File: src/rtl/char_glyph_blitter.sv
// Renders one 8x8 font glyph into the frame buffer, one pixel write per DRAW cycle.
// Latency: fixed 81 cycles from request transfer to the done pulse (10 cycles per row + DONE).
// Backpressure: req_ready is high only in IDLE; a request waits until the previous glyph has finished.
module char_glyph_blitter #(
   parameter int H_RES       = 1280,
   parameter int V_RES       = 1024,
   parameter bit TRANSPARENT = 1'b1
) (
   input  logic        clk,
   input  logic        reset,
   input  logic        req_valid,
   output logic        req_ready,
   input  logic [11:0] req_x,
   input  logic [11:0] req_y,
   input  logic [5:0]  req_char,
   input  logic [11:0] req_color,
   output logic [8:0]  font_addr,
   input  logic [7:0]  font_data,
   output logic        fb_we,
   output logic [11:0] fb_x,
   output logic [11:0] fb_y,
   output logic [11:0] fb_color,
   output logic        busy,
   output logic        done
);

   typedef enum logic [2:0] {
      S_IDLE  = 3'd0,
      S_FETCH = 3'd1,
      S_LATCH = 3'd2,
      S_DRAW  = 3'd3,
      S_DONE  = 3'd4
   } state_t;

   state_t      state;
   state_t      state_nxt;

   // Request fields captured at transfer; the live inputs are ignored while busy.
   logic [11:0] x_r;
   logic [11:0] y_r;
   logic [5:0]  char_r;
   logic [11:0] color_r;

   // Walk position inside the glyph and the current row's bitmap.
   logic [2:0]  row;
   logic [2:0]  col;
   logic [7:0]  row_bits;

   logic        transfer;
   logic        last_col;
   logic        last_row;
   logic        in_draw;
   logic [12:0] sum_x;
   logic [12:0] sum_y;
   logic        pix_set;
   logic        in_bounds;

   assign transfer = (state == S_IDLE) && req_valid;
   assign last_col = (col == 3'd7);
   assign last_row = (row == 3'd7);
   assign in_draw  = (state == S_DRAW);

   // Pixel coordinates are formed one bit wider so a glyph hanging past
   // column/row 4095 can still be recognised as off-screen.
   assign sum_x     = {1'b0, x_r} + {10'd0, col};
   assign sum_y     = {1'b0, y_r} + {10'd0, row};
   assign pix_set   = row_bits[3'd7 - col];
   assign in_bounds = (sum_x < 13'(H_RES)) && (sum_y < 13'(V_RES));

   // State register; reset always lands in IDLE.
   always_ff @(posedge clk) begin
      if (reset) begin
         state <= S_IDLE;
      end else begin
         state <= state_nxt;
      end
   end

   // Next-state decode: one ROM fetch and one latch cycle ahead of every 8-pixel row.
   always_comb begin
      state_nxt = state;
      case (state)
         S_IDLE: begin
            if (req_valid) begin
               state_nxt = S_FETCH;
            end
         end
         S_FETCH: state_nxt = S_LATCH;
         S_LATCH: state_nxt = S_DRAW;
         S_DRAW: begin
            if (last_col) begin
               state_nxt = last_row ? S_DONE : S_FETCH;
            end
         end
         S_DONE:  state_nxt = S_IDLE;
         default: state_nxt = S_IDLE;
      endcase
   end

   // Status and frame-buffer outputs; coordinates are shown only while drawing.
   always_comb begin
      req_ready = (state == S_IDLE);
      busy      = (state != S_IDLE);
      done      = (state == S_DONE);
      fb_we     = in_draw && in_bounds && (pix_set || !TRANSPARENT);
      fb_x      = in_draw ? sum_x[11:0] : 12'd0;
      fb_y      = in_draw ? sum_y[11:0] : 12'd0;
      fb_color  = (in_draw && pix_set) ? color_r : 12'h000;
   end

   // Capture the request at transfer.
   always_ff @(posedge clk) begin
      if (reset) begin
         x_r     <= 12'd0;
         y_r     <= 12'd0;
         char_r  <= 6'd0;
         color_r <= 12'd0;
      end else if (transfer) begin
         x_r     <= req_x;
         y_r     <= req_y;
         char_r  <= req_char;
         color_r <= req_color;
      end
   end

   // Row/column walk: col sweeps 0..7 in DRAW, row advances on the last column.
   always_ff @(posedge clk) begin
      if (reset) begin
         row <= 3'd0;
         col <= 3'd0;
      end else begin
         case (state)
            S_IDLE: begin
               if (transfer) begin
                  row <= 3'd0;
                  col <= 3'd0;
               end
            end
            S_LATCH: col <= 3'd0;
            S_DRAW: begin
               col <= col + 3'd1;
               if (last_col && !last_row) begin
                  row <= row + 3'd1;
               end
            end
            S_DONE: begin
               row <= 3'd0;
               col <= 3'd0;
            end
            default: ;
         endcase
      end
   end

   // ROM address is loaded on entry to FETCH so it is stable for the whole FETCH
   // cycle, and simply holds afterwards. The row-0 address comes straight from the
   // request because char_r is only written on the same edge.
   always_ff @(posedge clk) begin
      if (reset) begin
         font_addr <= 9'd0;
      end else if (transfer) begin
         font_addr <= {req_char, 3'd0};
      end else if (in_draw && last_col && !last_row) begin
         font_addr <= {char_r, row + 3'd1};
      end
   end

   // The ROM answers the cycle after FETCH; capture that row in LATCH.
   always_ff @(posedge clk) begin
      if (reset) begin
         row_bits <= 8'd0;
      end else if (state == S_LATCH) begin
         row_bits <= font_data;
      end
   end

endmodule

File: config.mk
export PLATFORM = sky130hd
export DESIGN_NAME = char_glyph_blitter
export DESIGN_NICKNAME = d
export VERILOG_FILES = /design/src/rtl/char_glyph_blitter.sv
export SDC_FILE = /design/constraint.sdc
export NUM_CORES = 1
export LEC_CHECK = 0
export BUFFER_PORTS_ARGS = -buffer_cell sky130_fd_sc_hd__buf_2
export CORE_MARGIN = 3
export CORE_UTILIZATION = 45
export DETAILED_ROUTE_END_ITERATION = 7
export PLACE_DENSITY = 0.71
export SYNTH_ARGS = -nofsm -noshare
export SYNTH_HDL_FRONTEND = slang
export SYNTH_SLANG_ARGS = --single-unit
File: constraint.sdc
create_clock -name clk -period 2.6 [get_ports clk]
set_input_delay 0 -clock clk [delete_from_list [all_inputs] [get_ports clk]]
set_output_delay 0 -clock clk [all_outputs]
set_load 0.05 [all_outputs]
==> results.toml <==
[synthesis]
synth-compound-area-share_pct = 11.5
yosysSeqAreaShare_pct = 40.2
synth_top_area_share_pct = 40.2
synth_edf_count = 0
yosys.area_share.xor_xnor_pct = 4.92
avgSynthCellArea_um2 = 8.21
netlist_area_um2 = 3380
synthMuxAreaShare_pct = 7.65
yosysTopAreaCell = "dfxtp_1"
synthAdderAreaFrac_pct = 4.88
ys_ff_latch = 68
postSynthCellCount = 412
synth_top_family_by_area = "simple AND/OR/NAND/NOR gates"
yosys_warnings = 0
ys.flop_type = "dfxtp_1"
syn_nets = 477
synth.area.top_cells = "dfxtp_1 40%, nand2_1 11%, a21oi_1 7.7%"
async_flop_share_pct = 0
synth-simple-area-share_pct = 27.3
yosysUniqueCellTypes = 48

[grt]
gr-total-overflow = 0
grt_pass1_wl_mm = 14.2
antenna_found_initial = 0
grt_max_degree = 41
grt_use_total_pct = 20.3
grt_pass1_vias = 3099

[routing]
viasPerCell = 4.92
drt_first_pass_iters = 4
drc = 0
first_iter_violations = 133
num_vias = 3245
routedWlPerCell_um = 13.2
drt_wl_total_mm = 8.73
ant_nets = 0

[clocking]
htree_levels = 3
clkTransAtPathRegs_ns = 0.06
cts_max_path_buffers = 2
cts_tree = "yes"
cts_inserted_buffers = 9
cts_root_buf = "clkbuf_8"
cts.sink_count = 68
worstSkewPairLatency_ns = 0.33

[run_status]
status = "completed"

[die]
core_um2 = 7060
row_count = 30
fp.dieH_um = 92.7
dieWidth_um = 92.7
io_pins = 102
die_area_um2 = 8600
start_util_pct = 48.0

[job]
maxCapViolations = 0

[timing]
fin_ws_ns = 0.0871
hold_violations = 0
period_share_pct = 96.7
slew_headroom_pct = 50.2
fin_worst_skew_ns = 0.00864
worst_pin_slew_ns = 0.746
period_minus_slack_ns = 2.51
finalSetupViolations = 0
final_max_slew_viol_count = 0
fmax_mhz = 398

[worst_hold_path]
min_path_type = "in -> reg"
hold_depth = 4

[placement]
place_congestion = 0.776
dpl.hpwl_mm = 5.84
dp_slack_ns = 0.0922
port_buffers = 101

[finish]
nFillCells = 592
diodes = 0
drive_gt1_share_pct = 27.8
nNetsFinal = 626
syn2layout_area_growth_pct = 40.8
finish.utilization_pct = 67.5

[setup_path]
end_kind = "output port"
critical_path_class = "reg -> out"
critPathLaunchType = "flop"
critPathRequiredTime_ns = 2.60
rr_worst_depth = 6
crit_arrival_ns = 2.51
critPathMaxFanout = 6

[power]
peakVddDrop_mv = 0.349
power_leakage_nw = 2.10
power_density_nw_per_um2 = 509
cell type report:
class	instances	area [µm²]	area share, %
clock buffers	12	155	3.26
clock inverters	2	35.0	0.735
inverters	2	7.51	0.158
multi-input cells	317	1970	41.3
flip-flops and latches	68	1370	28.7
well taps	96	120	2.52
repair buffers	163	1110	23.4
final timing paths:
path,slack [ns],end,start
hold reg to reg,0.45,color_r[10],color_r[10]
setup reg to reg,0.56,font_addr[3],row[0]
hold / removal,0.13,state[0],req_valid
setup / recovery,0.09,fb_we,col[0]
routing by layer:
metal	track usage [%]	vias to the layer above	part of all wire (%)	wire length, µm
met3	3.98	12	4.9	426
li1	-	1678	-	-
met2	35.2	84	48	4190
met5	0	-	0	0
met4	7.45	0	1.6	143
met1	25.1	1471	45	3970
flip-flops by register name, indices dropped and copies added, names as in the netlist, 6 cells and up:
signal and count:
char_r 6, color_r 12, font_addr 9, row_bits 8, x_r 12, y_r 12
kinds of logic (layout without fill, tap and decap cells):
family / Yosys count / count (layout)
AND/OR/NAND/NOR: 196 / 196
AO/OA/AOI/OAI: 68 / 68
flip-flops: 68 / 68
buffers and inverters: 27 / 179
multiplexers: 22 / 22
XOR/XNOR: 19 / 19
adder cells (fa/ha/maj): 12 / 12
synthesized netlist by cell type, types with 2 or more instances:
| master | instances |
|---|---|
| nand4_1 | 3 |
| nand3_1 | 3 |
| fa_1 | 2 |
| mux2i_1 | 12 |
| nand2_1 | 100 |
| ha_1 | 10 |
| clkbuf_1 | 12 |
| xnor2_1 | 9 |
| mux2_2 | 5 |
| a21oi_1 | 52 |
| mux4_2 | 2 |
| nor4_1 | 3 |
| mux2_1 | 2 |
| nor2_1 | 47 |
| nor4_2 | 2 |
| a22oi_1 | 4 |
| nor3_1 | 7 |
| a21o_1 | 4 |
| o21ai_0 | 2 |
| buf_2 | 10 |
| dfxtp_1 | 68 |
| inv_1 | 2 |
| and2_1 | 17 |
| xor2_1 | 10 |
power by group:
part | internal (W) | switching [W] | total (W)
registers | 0.00110 | 0.0000572 | 0.00116
clock network | 0.000484 | 0.000365 | 0.000849
logic | 0.000186 | 0.000231 | 0.000417
total | 0.00177 | 0.000653 | 0.00243
placed cells by master (no fill, tap or decap), types with 2 or more instances in the layout:
cell	count
nand2_1	100
buf_2	100
dfxtp_1	66
a21oi_1	52
dlygate4sd3_1	50
nor2_1	47
and2_1	16
mux2i_1	12
clkbuf_8	11
buf_4	11
xor2_1	10
xnor2_1	9
ha_1	8
nor3_1	7
mux2_2	5
a21o_1	4
a22oi_1	4
nand4_1	3
nand3_1	3
nor4_2	3
inv_1	2
mux4_2	2
and2_2	2
nor4_4	2
o21ai_0	2
mux2_1	2
metrics by stage:
step           cell area [µm²]  power [W]  TNS (ns)  hold slack (ns)  instances
3_5_place_dp              3990    0.00154         0            0.243        593
5_1_grt                   4770    0.00254  -0.00701            0.154        660
6_report                  4770    0.00243         0            0.130        660
2_1_floorplan             3390    0.00143         0           0.0760        412
4_1_cts                   4710    0.00244         0            0.120        657
3_3_place_gp              3990    0.00153         0            0.238        593
worst max-delay path: stages, from the launching register on:
cell,delay [ns]
dfxtp_4,0.38
ha_4,0.18
fa_2,0.43
a21o_1,0.22
nand4_1,0.11
xor2_1,0.27
nor4_2,0.11
nor4_4,0.29
buf_6,0.19
what timing repair did:
action                     CTS  global route
resized for setup            7             7
setup buffers                0             3
pin swaps                    1             6
hold buffers                50             0
hold endpoints to repair    56             0
gates cloned                 0             0
setup endpoints to repair    1             1
No activity file was read; power rests on OpenSTA's default activity.
